--- src/rtl/ctrl_pipe.sv ---
// ctrl_pipe: decode, hazard detection and ID/EX, EX/MEM, MEM/WB control registers for a 5-stage RISC-V pipeline
module ctrl_pipe #(
  parameter bit EN_M       = 1'b0,
  parameter bit EN_FULL_BR = 1'b1
) (
  input  logic        clk,
  input  logic        rst_n,
  input  logic [31:0] instr,
  input  logic        id_valid,
  input  logic        flush_id,
  input  logic        stall_ext,
  output logic        hazard_stall,
  output logic        ex_alusrc,
  output logic        ex_memread,
  output logic        ex_memwrite,
  output logic        ex_regwrite,
  output logic        ex_memtoreg,
  output logic [1:0]  ex_aluop,
  output logic        ex_br,
  output logic [2:0]  ex_br_f3,
  output logic        ex_jal,
  output logic        ex_jalr,
  output logic        ex_lui,
  output logic        ex_auipc,
  output logic        ex_mul,
  output logic        ex_illegal,
  output logic [4:0]  ex_rd,
  output logic        mem_memread,
  output logic        mem_memwrite,
  output logic        mem_regwrite,
  output logic        mem_memtoreg,
  output logic [4:0]  mem_rd,
  output logic        wb_regwrite,
  output logic        wb_memtoreg,
  output logic [4:0]  wb_rd
);
  typedef struct packed {
    logic       alusrc;
    logic       memread;
    logic       memwrite;
    logic       regwrite;
    logic       memtoreg;
    logic [1:0] aluop;
    logic       br;
    logic [2:0] br_f3;
    logic       jal;
    logic       jalr;
    logic       lui;
    logic       auipc;
    logic       mul;
    logic       illegal;
    logic [4:0] rd;
  } ctrl_t;
  typedef struct packed {
    logic       memread;
    logic       memwrite;
    logic       regwrite;
    logic       memtoreg;
    logic [4:0] rd;
  } mem_t;
  typedef struct packed {
    logic       regwrite;
    logic       memtoreg;
    logic [4:0] rd;
  } wb_t;
  ctrl_t dec, ex_q;
  mem_t mem_q;
  wb_t wb_q;
  logic use_rs1, use_rs2, bad;
  logic [6:0] op, f7;
  logic [4:0] rs1, rs2, rd_f;
  logic [2:0] f3;
  assign op   = instr[6:0];
  assign rd_f = instr[11:7];
  assign f3   = instr[14:12];
  assign rs1  = instr[19:15];
  assign rs2  = instr[24:20];
  assign f7   = instr[31:25];
  always_comb begin
    dec     = '0;
    use_rs1 = 1'b0;
    use_rs2 = 1'b0;
    bad     = 1'b0;
    case (op)
      7'b0110011: begin
        dec.regwrite = 1'b1;
        dec.aluop    = 2'b10;
        dec.mul      = f7 == 7'b0000001;
        bad          = dec.mul && !EN_M;
        use_rs1      = 1'b1;
        use_rs2      = 1'b1;
      end
      7'b0010011: begin
        dec.alusrc   = 1'b1;
        dec.regwrite = 1'b1;
        dec.aluop    = 2'b10;
        use_rs1      = 1'b1;
      end
      7'b0000011: begin
        dec.alusrc   = 1'b1;
        dec.memtoreg = 1'b1;
        dec.regwrite = 1'b1;
        dec.memread  = 1'b1;
        use_rs1      = 1'b1;
      end
      7'b0100011: begin
        dec.alusrc   = 1'b1;
        dec.memwrite = 1'b1;
        use_rs1      = 1'b1;
        use_rs2      = 1'b1;
      end
      7'b1100011: begin
        dec.aluop = 2'b01;
        dec.br    = 1'b1;
        dec.br_f3 = f3;
        bad       = (f3[2:1] == 2'b01) || (f3[2] && !EN_FULL_BR);
        use_rs1   = 1'b1;
        use_rs2   = 1'b1;
      end
      7'b1101111: begin
        dec.alusrc   = 1'b1;
        dec.regwrite = 1'b1;
        dec.jal      = 1'b1;
      end
      7'b1100111: begin
        dec.alusrc   = 1'b1;
        dec.regwrite = 1'b1;
        dec.jalr     = 1'b1;
        use_rs1      = 1'b1;
      end
      7'b0110111: begin
        dec.alusrc   = 1'b1;
        dec.regwrite = 1'b1;
        dec.lui      = 1'b1;
      end
      7'b0010111: begin
        dec.alusrc   = 1'b1;
        dec.regwrite = 1'b1;
        dec.auipc    = 1'b1;
      end
      default: bad = 1'b1;
    endcase
    dec.regwrite = dec.regwrite && (rd_f != 5'd0);
    dec.rd       = dec.regwrite ? rd_f : 5'd0;
    if (bad) begin
      dec         = '0;
      dec.illegal = 1'b1;
      use_rs1     = 1'b0;
      use_rs2     = 1'b0;
    end
  end
  assign hazard_stall = id_valid && ex_q.memread && (ex_q.rd != 5'd0) &&
                        ((use_rs1 && rs1 == ex_q.rd) || (use_rs2 && rs2 == ex_q.rd));
  always_ff @(posedge clk) begin
    if (!rst_n) begin
      ex_q  <= '0;
      mem_q <= '0;
      wb_q  <= '0;
    end else if (!stall_ext) begin
      ex_q  <= (id_valid && !flush_id && !hazard_stall) ? dec : '0;
      mem_q <= '{ex_q.memread, ex_q.memwrite, ex_q.regwrite, ex_q.memtoreg, ex_q.rd};
      wb_q  <= '{mem_q.regwrite, mem_q.memtoreg, mem_q.rd};
    end
  end
  assign ex_alusrc    = ex_q.alusrc;
  assign ex_memread   = ex_q.memread;
  assign ex_memwrite  = ex_q.memwrite;
  assign ex_regwrite  = ex_q.regwrite;
  assign ex_memtoreg  = ex_q.memtoreg;
  assign ex_aluop     = ex_q.aluop;
  assign ex_br        = ex_q.br;
  assign ex_br_f3     = ex_q.br_f3;
  assign ex_jal       = ex_q.jal;
  assign ex_jalr      = ex_q.jalr;
  assign ex_lui       = ex_q.lui;
  assign ex_auipc     = ex_q.auipc;
  assign ex_mul       = ex_q.mul;
  assign ex_illegal   = ex_q.illegal;
  assign ex_rd        = ex_q.rd;
  assign mem_memread  = mem_q.memread;
  assign mem_memwrite = mem_q.memwrite;
  assign mem_regwrite = mem_q.regwrite;
  assign mem_memtoreg = mem_q.memtoreg;
  assign mem_rd       = mem_q.rd;
  assign wb_regwrite  = wb_q.regwrite;
  assign wb_memtoreg  = wb_q.memtoreg;
  assign wb_rd        = wb_q.rd;
endmodule
--- config.mk ---
export PLATFORM = sky130hd
export DESIGN_NAME = ctrl_pipe
export DESIGN_NICKNAME = d
export VERILOG_FILES = /design/src/rtl/ctrl_pipe.sv
export SDC_FILE = /design/constraint.sdc
export NUM_CORES = 1
export LEC_CHECK = 0
export BUFFER_PORTS_ARGS = -buffer_cell sky130_fd_sc_hd__clkbuf_2
export CELL_PAD_IN_SITES_DETAIL_PLACEMENT = 2
export CELL_PAD_IN_SITES_GLOBAL_PLACEMENT = 2
export CORE_MARGIN = 2
export CORE_UTILIZATION = 27
export DETAILED_ROUTE_END_ITERATION = 10
export GPL_TIMING_DRIVEN = 0
export PLACE_DENSITY_LB_ADDON = 0.1
export SLEW_MARGIN = 40
export SYNTH_ARGS = -nofsm -noshare
export SYNTH_HDL_FRONTEND = slang
export SYNTH_SLANG_ARGS = --single-unit
export TNS_END_PERCENT = 5
--- constraint.sdc ---
create_clock -name clk -period 1.94 [get_ports clk]
set_input_delay 0.291 -clock clk [delete_from_list [all_inputs] [get_ports clk]]
set_output_delay 0.291 -clock clk [all_outputs]
set_load 0.02 [all_outputs]
==> results of run 1 <==
-- sequential cells by signal (all words and copies together) (netlist names), 2 cells and up --
signal    count
mem_rd        5
wb_rd         5
ex_br_f3      3
ex_rd         5
ex_aluop      2
-- cells by family after synthesis --
group,count (synthesis)
AND/OR/NAND/NOR,70
buffers and inverters,17
XOR/XNOR,10
AO/OA/AOI/OAI,31
flip-flops,35
multiplexers,15
-- per-stage QoR --
stage	setup TNS [ns]	area, um^2	hold slack, ns	setup WS, ns
floorplan	0	1780	0.388	0.00878
global placement	-0.210	2240	0.442	-0.210
detailed placement	-0.214	2240	0.451	-0.214
CTS	-0.127	2400	0.308	-0.127
global route	-0.152	2430	0.335	-0.152
finish	-0.0315	2430	0.307	-0.0315
-- power by group through the flow --
stage / Clock, uW / Combinational (uW) / Sequential [uW]
final: 588 / 175 / 717
after global routing: 647 / 194 / 717
after CTS: 612 / 173 / 721
after detailed placement: 0 / 170 / 740
after global placement: 0 / 169 / 740
after floorplan: 0 / 92.9 / 744
-- layout make-up --
class | count | area [um^2] | area share, %
clock buffers | 7 | 96.3 | 3.96
plain buffers | 14 | 91.3 | 3.75
well taps | 77 | 96.3 | 3.96
clock inverters | 1 | 7.51 | 0.308
flip-flops and latches | 35 | 719 | 29.5
inverters | 2 | 7.51 | 0.308
multi-input cells | 126 | 1020 | 41.7
repair buffers | 77 | 400 | 16.4
-- worst max-delay path: cells and delay by family, from the launching register on --
kind	cells	cell delay (ns)
AO/OA/AOI/OAI	2	0.43
XOR/XNOR	1	0.17
buffers and inverters	1	0.15
flip-flops	1	0.38
AND/OR/NAND/NOR	2	0.27
-- placed cells by master (no fill, tap or decap), types with 2 or more instances in the layout --
cell	synthesis	routed
clkbuf_1	6	6
clkbuf_8	0	7
o21ai_1	3	3
buf_6	4	3
nand3b_1	2	2
inv_1	2	2
clkbuf_2	0	71
xnor2_2	0	6
a22o_1	9	9
nand4_1	5	5
dfxtp_1	35	30
nand2_1	8	8
xnor2_1	10	4
a32o_1	5	5
mux2i_1	15	15
o311a_1	2	2
o21ai_0	2	2
nor2b_1	20	20
and4_1	2	2
and2_1	2	2
nor2_1	8	8
buf_4	4	10
and3b_1	3	3
dfxtp_4	0	5
and3_1	7	7
nand3_1	5	5
-- metal layers --
metal / wire (um) / vias up / track usage (%)
met2: 2820 / 48 / 27.5
met4: 65 / 0 / 4.33
li1: - / 812 / -
met3: 292 / 7 / 3.50
met1: 2380 / 805 / 20.1
met5: 0 / - / 0
-- worst paths after layout --
check | end | slack (ns) | start | depth (start not counted)
setup / recovery | hazard_stall | -0.03 | ex_rd[0] | 6
hold / removal | ex_auipc | 0.31 | instr[5] | 2
hold reg to reg | ex_lui | 0.45 | ex_lui | 2
setup reg to reg | ex_aluop[0] | 0.19 | ex_rd[0] | 6
-- timing repair --
item,in CTS,in global routing
endpoints found under the setup margin,1,1
pin swaps,6,2
buffers inserted,4,1
resized for setup,9,8
==> flow_summary.json, run 1 <==
{
  "status": "finished, violations left",
  "violations": "setup timing",
  "yosys.area_share.simple_pct": 24.1,
  "firstDrtPassIters": 3,
  "slew_headroom_pct": 59.3,
  "synthXorXnorAreaFrac_pct": 4.92,
  "drv_cap": 0,
  "clock.fmax_ghz": 0.507,
  "cts_hold_buffers": 0,
  "synth_top_area_share_pct": 39.3,
  "ioPinCount": 76,
  "drc": 0,
  "grt_pass1_wl_um": 9140,
  "synth_common_cells": "dfxtp_1, nor2b_1, mux2i_1, xnor2_1, a22o_1",
  "vias": 1672,
  "gr-total-overflow": 0,
  "area_delta_synth_final_pct": 36.7,
  "hold_viol": 0,
  "synthesis.area_mm2": 0.00178,
  "io_buffers": 72,
  "slowest_stage": "dfxtp_4",
  "start_kind": "flip-flop",
  "fin_crit_sh_pct": 102,
  "ir_worst_vdd_uv": 271,
  "rows": 29,
  "post_drt_via_cell_ratio": 4.93,
  "synth.area.top_cells": "dfxtp_1, mux2i_1, nor2b_1",
  "dp_cells": 327,
  "fp.dieH_um": 85.2,
  "p_comb_share_pct": 11.8,
  "synth-seq-cells": 35,
  "drive_above_1_share_pct": 43.5,
  "yosysUniqueCellTypes": 41,
  "crit_fanout": 6,
  "cts_root_buf": "clkbuf_8",
  "cts_tree": "done",
  "die_area_mm2": 0.00727,
  "clock_latency_ns": 0.29,
  "worst_pin_slew_ns": 0.611,
  "grt_pass1_vias": 1784,
  "numCtsBuffers": 5,
  "worst_slack_ns": -0.0315,
  "initial_core_util_pct": 28.1,
  "finalPower_uw": 1480,
  "p_clk_share_pct": 39.8,
  "grt_use_total_pct": 16.0,
  "synth_top_family_by_area": "simple AND/OR/NAND/NOR gates",
  "cp_data_arrival_time_ns": 1.68,
  "path_class": "flip-flop to output port",
  "path_clk_slew_ns": 0.07,
  "p_int_uw": 1120,
  "muxShareOfSynthArea_pct": 8.43,
  "power_switching_uw": 363,
  "instances_no_fill": 339,
  "clkSinkCount": 35,
  "synth_flop_cell": "dfxtp_1",
  "dieWidth_um": 85.2,
  "synth_compound_area_share_pct": 17.1,
  "final_nets": 298,
  "p_per_area_mw_per_mm2": 608,
  "finalCriticalPeriod_ns": 1.97,
  "clockBufferDepth": 2,
  "crit_chain": "xnor2_1 > nand4_1 > o22ai_2 > o2111ai_4 > nor2_1 > buf_4",
  "slew_viol_final": 0,
  "ys_warn_count": 0,
  "fin_worst_skew_ns": 0.00821,
  "hp-class": "input port to flip-flop",
  "drtIter0Drc": 31,
  "dp_hpwl_um": 4180,
  "netSwitchingFraction_pct": 24.5,
  "gp_congestion": 0.749,
  "wl_per_cell_um": 16.4,
  "synth_most_common_cell": "dfxtp_1",
  "synth_edf_count": 0,
  "synth-adder-area-share_pct": 0,
  "antenna_found_initial": 0,
  "diodes": 0,
  "drt-total-wl_um": 5560,
  "synthCells": 178,
  "required_ns": 1.65,
  "finalSetupViolCount": 1,
  "coreArea_mm2": 0.00635,
  "syn-num-nets": 215,
  "synthArstFlopShare_pct": 0,
  "antenna_left": 0,
  "p_leak_uw": 0.00110,
  "grt_max_degree": 12,
  "rsz0062_at_grt": "true",
  "cts_max_level": 2,
  "avgSynthCellArea_um2": 10.0,
  "yosysSeqAreaShare_pct": 39.3,
  "final_core_util_pct": 38.3,
  "synth_largest_area_cell": "dfxtp_1",
  "seqPwrFrac_pct": 48.4,
  "cp-end-kind": "output port",
  "fillers": 707,
  "slowest_delay_ns": 0.38
}
Power figures use the tool's default switching activity.
==> run 2, diff against run 1 <==
==> constraint.sdc (replaced) <==
create_clock -name clk -period 1.94 [get_ports clk]
set_input_delay 0.582 -clock clk [delete_from_list [all_inputs] [get_ports clk]]
set_output_delay 0.582 -clock clk [all_outputs]
set_load 0.02 [all_outputs]
==> run 2 against run 1 <==
The flow still finishes with violations (setup timing). Via count rose by 3.0%. Die area did not move. Clock skew rose by 0.00072 ns. Sequential cell count did not move. Largest cell class unchanged.
==> flow_summary.json, run 2 (synthesis results as in run 1) <==
{
  "use_met2_pct": 27.2,
  "vias": 1722,
  "clockBufferDepth": 2,
  "min_path_cells": 2,
  "drt-total-wl_um": 5620,
  "io_buffers": 72,
  "required_ns": 1.36,
  "cts_root_buf": "clkbuf_8",
  "coreArea_mm2": 0.00635,
  "cts_hold_buffers": 0,
  "gp_congestion": 0.723,
  "drtIter0Drc": 25,
  "violations": "setup timing",
  "multiInputGateArea_mm2": 0.00104,
  "worstRegToRegCells": 6,
  "worst_pin_slew_ns": 0.649,
  "final_cell_mix": "clkbuf_2, dfxtp_1, nor2b_1, buf_4, mux2i_1",
  "antenna_left": 0,
  "cp-end-kind": "output port",
  "start_kind": "flip-flop",
  "p_leak_uw": 0.00115,
  "ir_worst_vdd_uv": 234,
  "finalSetupViolCount": 1,
  "rows": 29,
  "fillers": 724,
  "drive_above_1_share_pct": 46.3,
  "fin_crit_sh_pct": 116,
  "register_area_um2": 719,
  "final_nets": 305,
  "grt_use_met1_pct": 19.4,
  "die_area_mm2": 0.00727,
  "area_delta_synth_final_pct": 42.5,
  "post_drt_via_cell_ratio": 4.99,
  "cts_max_level": 2,
  "use_met3_pct": 3.31,
  "firstDrtPassIters": 4,
  "initial_core_util_pct": 28.1,
  "cp_data_arrival_time_ns": 1.67,
  "cts_tree": "done",
  "hp-class": "flip-flop to flip-flop",
  "min_from": "ex_lui",
  "path_clk_slew_ns": 0.07,
  "startpoint": "ex_rd[3]",
  "reg2reg_from": "ex_rd[2]",
  "grt_pass1_vias": 1762,
  "hold-worst-slack_ns": 0.452,
  "numCtsBuffers": 5,
  "crit_fanout": 5,
  "instances_no_fill": 345,
  "dp_hpwl_um": 4170,
  "dp_cells": 327,
  "gr-total-overflow": 0,
  "ioPinCount": 76,
  "clock_latency_ns": 0.29,
  "top_usage_layer": "met2",
  "grt_use_total_pct": 15.6,
  "final_common_cell": "clkbuf_2",
  "finalCriticalPeriod_ns": 2.25,
  "fp.dieH_um": 85.2,
  "grt_pass1_wl_um": 8930,
  "fin_worst_skew_ns": 0.00893,
  "slew_headroom_pct": 56.7,
  "dp_slack_ns": -0.712,
  "dieWidth_um": 85.2,
  "slew_viol_final": 0,
  "rsz0062_at_grt": "true",
  "drc": 0,
  "drv_cap": 0,
  "antenna_found_initial": 0,
  "clock.fmax_ghz": 0.444,
  "finalPower_uw": 1460,
  "path_class": "flip-flop to output port",
  "hold_viol": 0,
  "worst_slack_ns": -0.313,
  "p_per_area_mw_per_mm2": 574,
  "diodes": 0,
  "grt_max_degree": 11,
  "status": "finished, violations left",
  "wl_per_cell_um": 16.3,
  "clkSinkCount": 35
}
run 2: changes by cell type in the layout (fill, tap and decap cells not counted), moves of 2 or more:
cell,delta
buf_4,+6
clkbuf_2,-3
nor2_1,-2
nor2_4,+2
xnor2_1,+2
xnor2_2,-2
run 2: power breakdown:
part	switching (uW)	internal (uW)	total [uW]	leakage, uW
Sequential	2.13	715	717	0.000286
Combinational	100	96.5	197	0.000812
Clock	265	279	544	0.0000470
run 2: worst paths after layout:
path	end	slack (ns)
hold reg to reg	ex_lui	0.45
setup reg to reg	ex_aluop[0]	0.23
hold / removal	ex_lui	0.45
setup / recovery	hazard_stall	-0.31
run 2: worst max-delay path: stages (launching register included):
cell	delay, ns
dfxtp_4	0.37
or4_4	0.55
o2111ai_4	0.27
nor2_4	0.07
buf_8	0.13
run 2: layer usage:
| metal | up-vias | routed length [um] |
|---|---|---|
| met5 | - | 0 |
| met4 | 0 | 57 |
| met3 | 5 | 231 |
| met2 | 44 | 2950 |
| met1 | 846 | 2380 |
| li1 | 827 | - |
run 2: metrics by stage:
step | utilization, % | setup TNS, ns | area, um^2
after global placement | 35.4 | -3.51 | 2250
final | 40.0 | -0.313 | 2540
after CTS | 38.7 | -0.399 | 2460
after floorplan | - | -0.282 | 1790
after global routing | 40.0 | -0.427 | 2540
after detailed placement | 35.4 | -3.64 | 2250
run 2: repair_timing:
item                       in CTS  in global routing
setup buffers                   6                  6
pin swaps                       5                  8
setup endpoints to repair       1                  6
hold endpoints to repair        0                  0
gates resized for setup        20                 13
run 2: cell type report:
type,instances,area share [%]
flip-flops and latches,35,28.3
clock buffers,6,3.25
inverters,2,0.296
well taps,77,3.79
repair buffers,84,19.4
multi-input cells,126,41.0
plain buffers,14,3.75
clock inverters,1,0.197
==> run 3, diff against run 2 <==
Settings changed: ABC_AREA set to 1, CAP_MARGIN set to 40, CORE_UTILIZATION 27 to 24.
==> run 3 against run 2 <==
The flow still finishes with violations (setup timing). Clock-buffer cell count is 1 lower. Critical path depth is 7 higher. Synthesized cell count is 43% higher. Global-route usage grew 0.29 points.
==> flow_summary.json, run 3 <==
{
  "hp-class": "flip-flop to flip-flop",
  "cp-end-kind": "output port",
  "synth.area.top_cells": "dfxtp_1, nand2_1, inv_1",
  "ioPinCount": 76,
  "area_delta_synth_final_pct": 45.2,
  "clockBufferDepth": 2,
  "clkSinkCount": 35,
  "yosysSeqAreaShare_pct": 39.0,
  "synth-seq-cells": 35,
  "status": "finished, violations left",
  "finalSetupViolCount": 1,
  "slowest_stage": "a21oi_4",
  "die_area_mm2": 0.00820,
  "grt_use_total_pct": 15.9,
  "yosysUniqueCellTypes": 33,
  "synthesis.area_mm2": 0.00180,
  "p_leak_uw": 0.00129,
  "wl_met2_um": 2840,
  "wl_per_cell_um": 13.9,
  "firstDrtPassIters": 3,
  "violations": "setup timing",
  "gp_congestion": 0.826,
  "grt_max_degree": 16,
  "slowest_delay_ns": 0.21,
  "grt_pass1_wl_um": 10400,
  "fin_crit_sh_pct": 117,
  "syn-num-nets": 292,
  "synth_most_common_cell": "nand2_1",
  "dr_wl_met3_um": 313,
  "path_clk_slew_ns": 0.07,
  "top_layer": "met4",
  "avgSynthCellArea_um2": 7.05,
  "drc": 0,
  "ir_worst_vdd_uv": 276,
  "slew_headroom_pct": 65.0,
  "vias": 1938,
  "antenna_found_initial": 0,
  "final_cell_mix": "clkbuf_2, nand2_1, dfxtp_1, inv_1, nor2_1",
  "fp.dieH_um": 90.6,
  "hold_viol": 0,
  "worst_slack_ns": -0.334,
  "path_common_cell": "nor2_4",
  "cts_max_level": 2,
  "rsz0062_at_grt": "true",
  "antenna_left": 0,
  "hold-worst-slack_ns": 0.435,
  "synthCells": 255,
  "synth_flop_cell": "dfxtp_1",
  "drive_above_1_share_pct": 40.1,
  "cts_tree": "done",
  "cp_data_arrival_time_ns": 1.69,
  "dp_hpwl_um": 4890,
  "slew_viol_final": 0,
  "io_buffers": 75,
  "grt_pass1_vias": 2040,
  "synthArstFlopShare_pct": 0,
  "synth_top_area_share_pct": 39.0,
  "start_kind": "input port",
  "ys_warn_count": 0,
  "rows": 31,
  "clock.fmax_ghz": 0.440,
  "p_per_area_mw_per_mm2": 609,
  "required_ns": 1.36,
  "crit_fanout": 4,
  "worst_pin_slew_ns": 0.525,
  "numCtsBuffers": 5,
  "wl_met1_um": 2890,
  "dieWidth_um": 90.6,
  "multiInputGateArea_mm2": 0.00100,
  "final_nets": 378,
  "initial_core_util_pct": 24.8,
  "drv_cap": 0,
  "post_drt_via_cell_ratio": 4.39,
  "path_class": "input port to output port",
  "fin_worst_skew_ns": 0.00431,
  "final_common_cell": "clkbuf_2",
  "synth_largest_area_cell": "dfxtp_1",
  "crit_chain": "clkbuf_16 > inv_12 > nand2_4 > nor2_4 > nand2_2 > nand3_2 > nor2_4 > a21oi_4 > nand2_8 > clkinv_4 > buf_8",
  "cts_root_buf": "clkbuf_8",
  "fillers": 899,
  "finalSetupTns_ns": -0.334,
  "diodes": 0,
  "drtIter0Drc": 23,
  "drt-total-wl_um": 6110,
  "finalCriticalPeriod_ns": 2.27,
  "synth_edf_count": 0,
  "register_area_um2": 703,
  "synth_common_cells": "nand2_1, dfxtp_1, inv_1, nor2_1, nand4_1",
  "gr-total-overflow": 0,
  "coreArea_mm2": 0.00725,
  "clock_latency_ns": 0.29
}
run 3: cell count changes in the layout (fill, tap and decap cells not counted), moves of 8 or more:
cell | before | now
nor2b_1 | 20 | 0
a22o_1 | 9 | 1
o21ai_0 | 2 | 10
nand2_1 | 8 | 66
mux2i_1 | 15 | 0
nand4_1 | 5 | 16
nor2_1 | 6 | 22
inv_1 | 2 | 26
run 3: kinds of logic (layout without fill, tap and decap cells):
family                 Yosys count  in the layout  share of synthesized area [%]
AO/OA/AOI/OAI                   29             29                           10.5
XOR/XNOR                         5              5                           2.44
buffers and inverters           44            131                           10.4
flip-flops                      35             35                           39.0
AND/OR/NAND/NOR                142            142                           37.7
run 3: stage by stage:
step	util, %	cells	power (uW)	instance area (um^2)	setup WS (ns)
after floorplan	-	255	828	1870	-0.0966
after global placement	32.6	429	905	2370	-0.698
after detailed placement	32.6	429	909	2370	-0.718
after CTS	35.8	440	1610	2590	-0.387
after global routing	36.0	441	1660	2610	-0.466
final	36.0	441	1590	2610	-0.334
run 3: path summary, 6_finish.rpt:
path | startpoint | endpoint | slack (ns) | depth (start not counted)
worst max-delay path | instr[3] | hazard_stall | -0.33 | 11
worst min-delay path | ex_mul | ex_mul | 0.43 | 2
worst max register to register | ex_rd[1] | ex_regwrite | 0.28 | 10
worst min register to register | ex_mul | ex_mul | 0.43 | 2
run 3: per-layer routing:
metal	vias to the layer above	GRT usage, %
met5	-	0
met4	0	4.62
met3	7	3.17
met2	48	26.1
met1	896	21.1
li1	987	-
run 3: timing repair:
action,in CTS,in global routing
resized for setup,22,6
setup buffers,4,1
setup endpoints to repair,1,1
pin swaps,6,6
hold endpoints to repair,0,0
hold buffers,0,0
run 3: power by group:
group          switching [uW]  internal, uW  leakage [uW]
Clock                     296           383     0.0000581
Combinational             112          75.8      0.000951
Sequential               1.97           721      0.000283
run 3: cell type report:
class / instances / share of cell area [%]
multi-input cells: 176 / 38.4
flip-flops and latches: 35 / 26.9
repair buffers: 80 / 17.9
inverters: 36 / 6.14
well taps: 99 / 4.75
clock buffers: 5 / 2.64
clock inverters: 3 / 1.68
plain buffers: 7 / 1.53
run 3: worst max-delay path, delay by kind of cell:
family          cells  cell delay [ns]
simple gates        6             0.55
buf+inv             4             0.34
compound gates      1             0.21
